`src/rtl/cpu8_pkg.sv`:
```
// cpu8_pkg: shared types and default widths for the 8-bit CPU slice.
//   CPU8_ADDR_W / CPU8_DATA_W : RAM address and data widths also used by the decoder.
//   ram_arb_state_t           : state encoding of ram_prog_arbiter.
//   When RAM_PROG_READBACK_EN is defined, the arbiter uses the VERIFY state.
package cpu8_pkg;

    localparam int CPU8_ADDR_W = 4;
    localparam int CPU8_DATA_W = 8;

    typedef enum logic [2:0] {
        CPU    = 3'd0,
        DRAIN  = 3'd1,
        PROG   = 3'd2,
        WRITE  = 3'd3,
        VERIFY = 3'd4
    } ram_arb_state_t;

endpackage

```
`src/rtl/ram_prog_arbiter_if.sv`:
```
// ram_prog_arbiter_if: bundles the CPU strobes, the programming port and the
// RAM macro pins that meet at the RAM arbiter.
//   slave  modport : the arbiter (samples CPU/programmer inputs, drives RAM pins)
//   master modport : the surrounding CPU, programmer and RAM macro
// Programming handshake: a beat transfers on a rising clk edge where
// prog_valid and prog_ready are both 1; prog_is_addr/prog_data must be stable
// while prog_valid is 1, and prog_ready does not depend on prog_valid.
// dbg_state exposes the arbiter FSM state for observation.
interface ram_prog_arbiter_if #(
    parameter int ADDR_W = 4,
    parameter int DATA_W = 8
);
    import cpu8_pkg::*;

    logic              prog_mode;
    logic              cpu_boundary;
    logic              cpu_hold;
    logic              cpu_mar_load;
    logic              cpu_ram_we;
    logic              cpu_ram_oe;
    logic [DATA_W-1:0] cpu_bus;
    logic              prog_valid;
    logic              prog_ready;
    logic              prog_is_addr;
    logic [DATA_W-1:0] prog_data;
    logic [DATA_W-1:0] ram_rdata;
    logic [ADDR_W-1:0] ram_addr;
    logic [DATA_W-1:0] ram_wdata;
    logic              ram_we;
    logic              ram_oe;
    logic              prog_owner;
    logic              prog_wrap;
    logic              prog_err;
    ram_arb_state_t    dbg_state;

    modport slave (
        input  prog_mode, cpu_boundary, cpu_mar_load, cpu_ram_we, cpu_ram_oe,
               cpu_bus, prog_valid, prog_is_addr, prog_data, ram_rdata,
        output cpu_hold, prog_ready, ram_addr, ram_wdata, ram_we, ram_oe,
               prog_owner, prog_wrap, prog_err, dbg_state
    );

    modport master (
        output prog_mode, cpu_boundary, cpu_mar_load, cpu_ram_we, cpu_ram_oe,
               cpu_bus, prog_valid, prog_is_addr, prog_data, ram_rdata,
        input  cpu_hold, prog_ready, ram_addr, ram_wdata, ram_we, ram_oe,
               prog_owner, prog_wrap, prog_err, dbg_state
    );

endinterface

```
`src/rtl/ram_wr_pulse.sv`:
```
// ram_wr_pulse: write-strobe window generator for programmer writes.
//   clk, rst   : clock, asynchronous active-low reset
//   start_i    : begin a window (loads the down-counter)
//   active_o   : high for exactly WR_CYCLES clocks after start_i
//   done_o     : high in the last clock of the window
module ram_wr_pulse #(
    parameter int WR_CYCLES = 1
) (
    input  logic clk,
    input  logic rst,
    input  logic start_i,
    output logic active_o,
    output logic done_o
);

    localparam int CW = (WR_CYCLES > 1) ? $clog2(WR_CYCLES) : 1;

    logic [CW-1:0] cnt_q;
    logic          active_q;

    // Counter holds the number of window clocks still to come after this one.
    always_ff @(posedge clk or negedge rst) begin
        if (!rst) begin
            cnt_q    <= '0;
            active_q <= 1'b0;
        end else if (start_i) begin
            cnt_q    <= CW'(WR_CYCLES - 1);
            active_q <= 1'b1;
        end else if (active_q) begin
            if (cnt_q == '0) active_q <= 1'b0;
            else             cnt_q    <= cnt_q - 1'b1;
        end
    end

    assign active_o = active_q;
    assign done_o   = active_q && (cnt_q == '0);

endmodule

```
`src/rtl/ram_prog_arbiter.sv`:
```
// ram_prog_arbiter: shares the program/data RAM between the CPU decoder strobes
// (mi/ri/ro) and a byte-wide programming port. Owns the MAR and all RAM strobes.
//   clk, rst : clock, asynchronous active-low reset
//   bus      : ram_prog_arbiter_if.slave (CPU strobes, programming beats, RAM pins)
// Flow: prog_mode -> DRAIN (CPU held) -> cpu_boundary -> PROG (beats accepted);
// a data beat runs a WR_CYCLES-long write at the programming address, which then
// auto-increments. Define RAM_PROG_READBACK_EN to add a VERIFY read after every
// write that sets sticky prog_err on mismatch; otherwise prog_err is tied 0.
module ram_prog_arbiter
    import cpu8_pkg::*;
#(
    parameter int ADDR_W    = CPU8_ADDR_W,
    parameter int DATA_W    = CPU8_DATA_W,
    parameter int WR_CYCLES = 1
) (
    input  logic               clk,
    input  logic               rst,
    ram_prog_arbiter_if.slave  bus
);

    ram_arb_state_t    state_q;
    logic [ADDR_W-1:0] mar_q;
    logic [ADDR_W-1:0] paddr_q;
    logic [DATA_W-1:0] wdata_q;
    logic              hold_q;
    logic              ready_q;
    logic              owner_q;
    logic              wrap_q;
    logic              wr_start;
    logic              wr_active;
    logic              wr_done;

    assign wr_start = (state_q == PROG) && bus.prog_valid && !bus.prog_is_addr;

    ram_wr_pulse #(.WR_CYCLES(WR_CYCLES)) u_wr_pulse (
        .clk      (clk),
        .rst      (rst),
        .start_i  (wr_start),
        .active_o (wr_active),
        .done_o   (wr_done)
    );

`ifdef RAM_PROG_READBACK_EN
    logic err_q;
`else
    logic unused_rdata;
    assign unused_rdata = ^bus.ram_rdata;
`endif

    // hold/ready/owner are registered alongside each transition so they always
    // equal the decode of the state being entered.
    always_ff @(posedge clk or negedge rst) begin
        if (!rst) begin
            state_q <= CPU;
            mar_q   <= '0;
            paddr_q <= '0;
            wdata_q <= '0;
            hold_q  <= 1'b0;
            ready_q <= 1'b0;
            owner_q <= 1'b0;
            wrap_q  <= 1'b0;
`ifdef RAM_PROG_READBACK_EN
            err_q   <= 1'b0;
`endif
        end else begin
            case (state_q)
                CPU: begin
                    if (bus.cpu_mar_load) mar_q <= bus.cpu_bus[ADDR_W-1:0];
                    if (bus.prog_mode) begin
                        state_q <= DRAIN;
                        hold_q  <= 1'b1;
                    end
                end
                DRAIN: begin
                    // The CPU finishes its current instruction, so mi still counts.
                    if (bus.cpu_mar_load) mar_q <= bus.cpu_bus[ADDR_W-1:0];
                    if (!bus.prog_mode) begin
                        state_q <= CPU;
                        hold_q  <= 1'b0;
                    end else if (bus.cpu_boundary) begin
                        state_q <= PROG;
                        owner_q <= 1'b1;
                        ready_q <= 1'b1;
                    end
                end
                PROG: begin
                    // A presented beat wins over a simultaneous prog_mode release.
                    if (bus.prog_valid) begin
                        if (bus.prog_is_addr) begin
                            paddr_q <= bus.prog_data[ADDR_W-1:0];
                        end else begin
                            wdata_q <= bus.prog_data;
                            state_q <= WRITE;
                            ready_q <= 1'b0;
                        end
                    end else if (!bus.prog_mode) begin
                        state_q <= CPU;
                        hold_q  <= 1'b0;
                        owner_q <= 1'b0;
                        ready_q <= 1'b0;
                    end
                end
                WRITE: begin
                    if (wr_done) begin
`ifdef RAM_PROG_READBACK_EN
                        state_q <= VERIFY;
`else
                        paddr_q <= paddr_q + 1'b1;
                        if (&paddr_q) wrap_q <= 1'b1;
                        if (bus.prog_mode) begin
                            state_q <= PROG;
                            ready_q <= 1'b1;
                        end else begin
                            state_q <= CPU;
                            hold_q  <= 1'b0;
                            owner_q <= 1'b0;
                        end
`endif
                    end
                end
`ifdef RAM_PROG_READBACK_EN
                VERIFY: begin
                    if (bus.ram_rdata != wdata_q) err_q <= 1'b1;
                    paddr_q <= paddr_q + 1'b1;
                    if (&paddr_q) wrap_q <= 1'b1;
                    if (bus.prog_mode) begin
                        state_q <= PROG;
                        ready_q <= 1'b1;
                    end else begin
                        state_q <= CPU;
                        hold_q  <= 1'b0;
                        owner_q <= 1'b0;
                    end
                end
`endif
                default: begin
                    state_q <= CPU;
                    hold_q  <= 1'b0;
                    owner_q <= 1'b0;
                    ready_q <= 1'b0;
                end
            endcase
        end
    end

    // RAM pin mux: CPU strobes pass straight through until the programmer owns the RAM.
    always_comb begin
        bus.ram_addr  = mar_q;
        bus.ram_wdata = bus.cpu_bus;
        bus.ram_we    = bus.cpu_ram_we;
        bus.ram_oe    = bus.cpu_ram_oe;
        case (state_q)
            PROG: begin
                bus.ram_addr  = paddr_q;
                bus.ram_wdata = wdata_q;
                bus.ram_we    = 1'b0;
                bus.ram_oe    = 1'b0;
            end
            WRITE: begin
                bus.ram_addr  = paddr_q;
                bus.ram_wdata = wdata_q;
                bus.ram_we    = wr_active;
                bus.ram_oe    = 1'b0;
            end
`ifdef RAM_PROG_READBACK_EN
            VERIFY: begin
                bus.ram_addr  = paddr_q;
                bus.ram_wdata = wdata_q;
                bus.ram_we    = 1'b0;
                bus.ram_oe    = 1'b1;
            end
`endif
            default: ;
        endcase
    end

    assign bus.cpu_hold   = hold_q;
    assign bus.prog_ready = ready_q;
    assign bus.prog_owner = owner_q;
    assign bus.prog_wrap  = wrap_q;
    assign bus.dbg_state  = state_q;
`ifdef RAM_PROG_READBACK_EN
    assign bus.prog_err   = err_q;
`else
    assign bus.prog_err   = 1'b0;
`endif

endmodule

```
`src/flat_wrapper.sv`:
```
// flat-port wrapper written by rule: the top's interface ports become plain ports
module ram_prog_arbiter_flat import cpu8_pkg::*;
#(
    parameter int ADDR_W    = CPU8_ADDR_W,
    parameter int DATA_W    = CPU8_DATA_W,
    parameter int WR_CYCLES = 1
)
  (clk, rst, bus_prog_mode, bus_cpu_boundary, bus_cpu_mar_load, bus_cpu_ram_we, bus_cpu_ram_oe, bus_cpu_bus, bus_prog_valid, bus_prog_is_addr, bus_prog_data, bus_ram_rdata, bus_cpu_hold, bus_prog_ready, bus_ram_addr, bus_ram_wdata, bus_ram_we, bus_ram_oe, bus_prog_owner, bus_prog_wrap, bus_prog_err, bus_dbg_state);
  ram_prog_arbiter_if #(.ADDR_W(ADDR_W), .DATA_W(DATA_W)) bus_i ();
  input  logic clk;
  input  logic rst;
  input wire logic [$bits(bus_i.prog_mode)-1:0] bus_prog_mode;
  input wire logic [$bits(bus_i.cpu_boundary)-1:0] bus_cpu_boundary;
  input wire logic [$bits(bus_i.cpu_mar_load)-1:0] bus_cpu_mar_load;
  input wire logic [$bits(bus_i.cpu_ram_we)-1:0] bus_cpu_ram_we;
  input wire logic [$bits(bus_i.cpu_ram_oe)-1:0] bus_cpu_ram_oe;
  input wire logic [$bits(bus_i.cpu_bus)-1:0] bus_cpu_bus;
  input wire logic [$bits(bus_i.prog_valid)-1:0] bus_prog_valid;
  input wire logic [$bits(bus_i.prog_is_addr)-1:0] bus_prog_is_addr;
  input wire logic [$bits(bus_i.prog_data)-1:0] bus_prog_data;
  input wire logic [$bits(bus_i.ram_rdata)-1:0] bus_ram_rdata;
  output wire logic [$bits(bus_i.cpu_hold)-1:0] bus_cpu_hold;
  output wire logic [$bits(bus_i.prog_ready)-1:0] bus_prog_ready;
  output wire logic [$bits(bus_i.ram_addr)-1:0] bus_ram_addr;
  output wire logic [$bits(bus_i.ram_wdata)-1:0] bus_ram_wdata;
  output wire logic [$bits(bus_i.ram_we)-1:0] bus_ram_we;
  output wire logic [$bits(bus_i.ram_oe)-1:0] bus_ram_oe;
  output wire logic [$bits(bus_i.prog_owner)-1:0] bus_prog_owner;
  output wire logic [$bits(bus_i.prog_wrap)-1:0] bus_prog_wrap;
  output wire logic [$bits(bus_i.prog_err)-1:0] bus_prog_err;
  output wire logic [$bits(bus_i.dbg_state)-1:0] bus_dbg_state;
  assign bus_i.prog_mode = bus_prog_mode;
  assign bus_i.cpu_boundary = bus_cpu_boundary;
  assign bus_i.cpu_mar_load = bus_cpu_mar_load;
  assign bus_i.cpu_ram_we = bus_cpu_ram_we;
  assign bus_i.cpu_ram_oe = bus_cpu_ram_oe;
  assign bus_i.cpu_bus = bus_cpu_bus;
  assign bus_i.prog_valid = bus_prog_valid;
  assign bus_i.prog_is_addr = bus_prog_is_addr;
  assign bus_i.prog_data = bus_prog_data;
  assign bus_i.ram_rdata = bus_ram_rdata;
  assign bus_cpu_hold = bus_i.cpu_hold;
  assign bus_prog_ready = bus_i.prog_ready;
  assign bus_ram_addr = bus_i.ram_addr;
  assign bus_ram_wdata = bus_i.ram_wdata;
  assign bus_ram_we = bus_i.ram_we;
  assign bus_ram_oe = bus_i.ram_oe;
  assign bus_prog_owner = bus_i.prog_owner;
  assign bus_prog_wrap = bus_i.prog_wrap;
  assign bus_prog_err = bus_i.prog_err;
  assign bus_dbg_state = bus_i.dbg_state;
  ram_prog_arbiter #(.ADDR_W(ADDR_W), .DATA_W(DATA_W), .WR_CYCLES(WR_CYCLES)) u_core (.clk(clk), .rst(rst), .bus(bus_i));
endmodule
```
`config.mk`:
```
export PLATFORM = sky130hd
export DESIGN_NAME = ram_prog_arbiter_flat
export DESIGN_NICKNAME = d
export VERILOG_FILES = /design/src/rtl/cpu8_pkg.sv /design/src/rtl/ram_prog_arbiter_if.sv /design/src/rtl/ram_wr_pulse.sv /design/src/rtl/ram_prog_arbiter.sv /design/src/flat_wrapper.sv
export SDC_FILE = /design/constraint.sdc
export NUM_CORES = 1
export LEC_CHECK = 0
export BUFFER_PORTS_ARGS = -buffer_cell sky130_fd_sc_hd__buf_2
export CORE_MARGIN = 10
export CORE_UTILIZATION = 30
export CTS_CLUSTER_DIAMETER = 100
export DETAILED_ROUTE_END_ITERATION = 6
export GPL_TIMING_DRIVEN = 0
export HOLD_SLACK_MARGIN = 0.08
export PLACE_DENSITY = 0.63
export SKIP_CTS_REPAIR_TIMING = 1
export SYNTH_ARGS = -nofsm -noshare
export SYNTH_HDL_FRONTEND = slang
export SYNTH_SLANG_ARGS = --single-unit
```
`constraint.sdc`:
```
create_clock -name clk -period 1.7 [get_ports clk]
set_clock_uncertainty 0.2 [all_clocks]
set_input_delay 0.17 -clock clk [delete_from_list [all_inputs] [get_ports clk]]
set_output_delay 0.17 -clock clk [all_outputs]
set_load 0.005 [all_outputs]
```
After elaboration in Yosys (flattened, before gate mapping) --
Cells that the tools add are included.
Storage, ports and cells: word-level logic and storage cells 85, bits in registers 25
Operators by class: $add $sub $neg 2, reduce and logical (&&, ||, !) cells 17, mux-type cells 39, bitwise gates (word level) 3, equality and inequality tests 14
Operator list (number):
- 3-bit two-way mux | 7
- 1-bit two-way mux | 20
- 4-bit two-way mux | 4
- 2-bit != test, second input constant | 8
- 1-bit one-hot mux with 4 select lines | 3
- 3-bit one-hot mux with 4 select lines | 1
- 5-bit AND reduction | 2
- 3-bit != test, second input constant | 3
- 8-bit two-way mux | 1
- 4-bit one-hot mux with 2 select lines | 1
- 7-bit AND reduction | 1
- 3-bit by 2-bit equality test with 1-bit output, second input constant | 2
- 3-bit AND reduction | 2
- 6-bit AND reduction | 1
- 4-bit by 1-bit adder with 4-bit output, second input constant | 1
- 4-bit AND reduction | 1
- 2-bit nonzero test | 2
- 2-bit OR reduction | 2
- 3-bit by 1-bit equality test with 1-bit output, second input constant | 1
- 1-bit logical AND | 3
- 3-bit zero test | 1
- 1-bit inverter | 3
- 2-bit two-way mux | 1
- 1-bit one-hot mux with 2 select lines | 1
- 3 further kinds | 3

Depth between registers and ports, before layout --
depth after elaboration 4, gate-level depth with buffers 5, gate-level depth less buffers 4

Cells and area by module --
From an unflattened synthesis, not the netlist that was laid out.
Second synthesis, totals: cell total of the unflattened synthesis 104, area total of the unflattened synthesis 1227.4 µm²
Modules (own cells, without submodules):
- ram_prog_arbiter | instances 1, area an instance 1194.9 µm², cells an instance 102
- ram_wr_pulse | instances 1, area an instance 32.5 µm², cells an instance 2

Worst setup path after synthesis --
No wires, ideal clock.
kind register -> register, from reg u_core.state_q[0], in the netlist u_core.bus.dbg_state[0], to reg u_core.wdata_q[0], slack 175 ps, period minus slack after synthesis 1525 ps, stages on the path, launching flop included 5, path buffers 1, required time 1375 ps, arrival time 1200 ps, cells stage by stage dfrtp_1 nor2b_1 nor3b_2 buf_6 mux2_4
Between the ends: cells in the longest elaborated chain, start to end 2
RTL lines:
- start: declaration | line ram_prog_arbiter.sv:21 | ram_arb_state_t state_q;
- start signal: assignment | line ram_prog_arbiter.sv:54 | state_q <= CPU;
- start signal: assignment | line ram_prog_arbiter.sv:70 | state_q <= DRAIN;
- start signal: assignment | line ram_prog_arbiter.sv:78 | state_q <= CPU;
- 3-bit by 2-bit equality test with 1-bit output | line ram_prog_arbiter.sv:66 | case (state_q)
- 3-bit AND reduction (no line)
- end signal: assignment | line ram_prog_arbiter.sv:92 | wdata_q <= bus.prog_data;
- end: declaration | line ram_prog_arbiter.sv:24 | logic [DATA_W-1:0] wdata_q;
Every way passes these cells. A chain may end at the register's enable or synchronous reset.

Final worst setup path --
from reg u_core.state_q[1], in the netlist u_core.bus.dbg_state[1], to out bus_ram_wdata[7]
Between the ends: cells in the longest elaborated chain, start to end 3, elaborated cells between the ends (all ways) 4
RTL lines:
- 3-bit by 2-bit equality test with 1-bit output | line ram_prog_arbiter.sv:152 | case (state_q)
- 2-bit OR reduction (no line) (*)
- 8-bit two-way mux (*) | line ram_prog_arbiter.sv:152
- end: declaration | line flat_wrapper.sv:25 | output wire logic [$bits(bus_i.ram_wdata)-1:0] bus_ram_wdata;
Every way passes the cells marked *; elsewhere a longest branch is shown, timed or not.

==> impl_metrics.ini <==
[timing]
fin_ws_ns = -0.0801
worst_pin_slew_ns = 0.517
whs_ns = 0.0767
relSlewSlack_pct = 65.6
grt_setup_unrepaired = yes
finalCritPeriodShare_pct = 105
report.final.slew_viol_count = 0
period_minus_slack_ns = 1.78
setup_violations = 22
max_freq_ghz = 0.562
setup_tns_ns = -1.14
hold_viol = 0

[pwr]
p_switching_w = 0.00124
power_w = 0.00362
p_leak_nw = 1.00
p_per_area_mw_per_mm2 = 1770
swShare_pct = 34.2
seqPwrFrac_pct = 28.2
internal-power_w = 0.00238
clkPwrFrac_pct = 9.7
ir_drop_mv = 0.912
pwr-share-comb_pct = 62.1

[logic_synthesis]
ys_types = 38
synth-compound-area-share_pct = 12.2
synth_top_family_by_area = multiplexers
ys_seq_area_share_pct = 44.7
synth-xor-area-share_pct = 0
synth-seq-cells = 23
synthSimpleGateAreaFrac_pct = 10.4
yosys-mux-area-fraction_pct = 25.9
syn_inst = 106
synth_adder_area_share_pct = 0.972
syn-cell-area_mm2 = 0.00129
yosys_warnings = 0
syn_avg_cell_area_um2 = 12.1

[routing]
viasPerCell = 5.19
ant_nets = 0
dr.pass1.iters = 4
vias = 1184
first_iter_violations = 147
drt_wl_total_mm = 4.05
drc_errors = 0
wire_per_inst_um = 17.8

[grt]
grt_pass1_wl_mm = 5.38
grt_max_degree = 24
grt_pass1_vias = 1119
track_usage_pct = 9.05
antenna_found_initial = 0
overflow = 0

[cells_and_area]
stdcell_area_mm2 = 0.00204
drive_gt1_share_pct = 56.2
nets = 213
layout_common_cells = 31 x buf_2, 22 x dfrtp_1, 20 x mux2_4
antenna_cells = 0
final_common_cell = buf_2
syn2layout_area_growth_pct = 58.7

[clock_tree]
clk_path_buf_depth = 2
cts_inserted_buffers = 3
clock_latency_ns = 0.27
h-tree-depth = 1
cts_sinks = 23
clkSlewWorstSetupHoldPaths_ns = 0.08
cts_tree = done
clock_tree.root_cell = clkbuf_8

[die]
io_pins = 55
core.rowCount = 23
core_mm2 = 0.00409
dieArea_mm2 = 0.00731
die_h_um = 85.5
start_util_pct = 31.5
die_w_um = 85.5

[critical_path]
crit_chain = buf_6, clkbuf_16, mux2_4, buf_6
slowest_stage = dfrtp_1
crit_path_max_incr_delay_ns = 0.41
setup.worst_path.end_class = primary output
crit_top_cell = buf_6
setup.worst_path.class = register to primary output
crit_arrival_ns = 1.41
worstSetupStartpointType = register
crit_required_ns = 1.33
cp_max_fo = 5

[run_status]
violations = setup timing
status = complete, but fails checks

[placed_design]
placed_cell_area_mm2 = 0.00157
port_buffers = 43
hpwl_mm = 2.65
pre_cts_ws_ns = 0.0527
gp_congestion = 0.732

[hold_path]
hp-class = input pin to register

[job]
maxCapViolations = 0
[area by class of cell]
cell class	count	area, um^2
plain buffers	8	78.8
inverters	3	18.8
well taps	50	62.6
clock buffers	3	41.3
clock inverters	1	5.00
flip-flops and latches	23	577
repair buffers	67	549
fillers	357	2040
multi-input cells	73	711
[stage by stage]
stage / util (%) / instances
6_report: 50.0 / 228
5_1_grt: 50.0 / 228
4_1_cts: 39.5 / 204
3_5_place_dp: 38.4 / 200
3_3_place_gp: 38.4 / 200
2_1_floorplan: - / 107
[logic make-up (layout without fill, tap and decap cells)]
group,Yosys count,count (layout)
muxes,27,27
DFF,23,23
AOI/OAI and AO/OA,22,22
and+or+nand+nor,21,21
buffers and inverters,11,82
adders and majority gates,1,1
other,1,2
[final timing paths]
kind	startpoint	to	depth (start not counted)	slack (ns)
worst max-delay path	u_core.bus.dbg_state[1]$_DFFE_PN0P_	bus_ram_wdata[7]	4	-0.08
worst min-delay path	bus_cpu_boundary	u_core.bus.dbg_state[0]$_DFFE_PN0P_	3	0.08
worst max register to register	u_core.bus.dbg_state[1]$_DFFE_PN0P_	u_core.wdata_q[2]$_DFFE_PN0P_	6	-0.06
worst min register to register	u_core.bus.prog_wrap$_DFFE_PN0P_	u_core.bus.prog_wrap$_DFFE_PN0P_	1	0.28
max in group asynchronous	rst	u_core.bus.dbg_state[0]$_DFFE_PN0P_	2	0.72
min in group asynchronous	rst	u_core.mar_q[3]$_DFFE_PN0P_	2	0.20
[routing by layer]
metal	GRT usage (%)	part of all wire [%]	wire (um)
met5	0	0	0
met4	3.59	2.7	111
met3	3.03	6.7	270
met2	15.1	50	2030
met1	10.4	40	1640
[power by group through the flow]
stage / Clock (W) / Combinational (W) / Sequential (W)
final: 0.000350 / 0.00225 / 0.00102
after CTS: 0.000359 / 0.00144 / 0.000995
after detailed placement: 0 / 0.00143 / 0.00100
after global routing: 0.000385 / 0.00241 / 0.00106
after floorplan: 0 / 0.000971 / 0.000955
after global placement: 0 / 0.00139 / 0.000987
[cells in the mapped netlist]
| master | number | area, um^2 |
|---|---|---|
| a311o_1 | 2 | 20.0 |
| clkbuf_1 | 1 | 3.75 |
| o22ai_1 | 3 | 18.8 |
| nor4_1 | 1 | 6.26 |
| o21bai_1 | 2 | 15.0 |
| a21o_1 | 1 | 7.51 |
| nand2_2 | 1 | 6.26 |
| nand2_1 | 4 | 15.0 |
| nand4b_2 | 1 | 15.0 |
| nand3_2 | 1 | 10.0 |
| o21ai_0 | 4 | 20.0 |
| a21oi_1 | 2 | 10.0 |
| conb_1 | 1 | 3.75 |
| mux2_2 | 18 | 203 |
| nor2_1 | 1 | 3.75 |
| nor3_1 | 1 | 5.00 |
| nor3b_2 | 1 | 12.5 |
| dfrtp_1 | 23 | 576 |
| and2b_1 | 1 | 7.51 |
| mux2_1 | 1 | 11.3 |
| nor2b_1 | 2 | 12.5 |
| o221ai_1 | 1 | 8.76 |
| a22oi_1 | 1 | 7.51 |
| buf_2 | 2 | 10.0 |
| nand4_1 | 1 | 6.26 |
| buf_4 | 3 | 22.5 |
| a2bb2oi_1 | 4 | 35.0 |
| inv_2 | 1 | 3.75 |
| nand3_1 | 3 | 15.0 |
| a22o_1 | 1 | 8.76 |
| and3_1 | 1 | 6.26 |
| ha_1 | 1 | 12.5 |
| or2_2 | 1 | 6.26 |
| mux2_4 | 8 | 120 |
| and2_1 | 1 | 6.26 |
| buf_6 | 2 | 22.5 |
| inv_1 | 2 | 7.51 |
| a31oi_1 | 1 | 6.26 |
[flip-flops by register name, summed over array words and instances, names as in the netlist]
register,count
u_core.wdata_q,8
u_core.bus.dbg_state,2
u_core.u_wr_pulse.active_o,1
u_core.bus.cpu_hold,1
u_core.paddr_q,4
u_core.bus.prog_wrap,1
u_core.bus.prog_ready,1
u_core.mar_q,4
u_core.bus.prog_owner,1
[critical path, delay by kind of cell (launching register included)]
kind     cells  cell delay, ns
buf+inv      3            0.43
flops        1            0.41
mux          1            0.30
No activity file was read; power rests on OpenSTA's default activity.
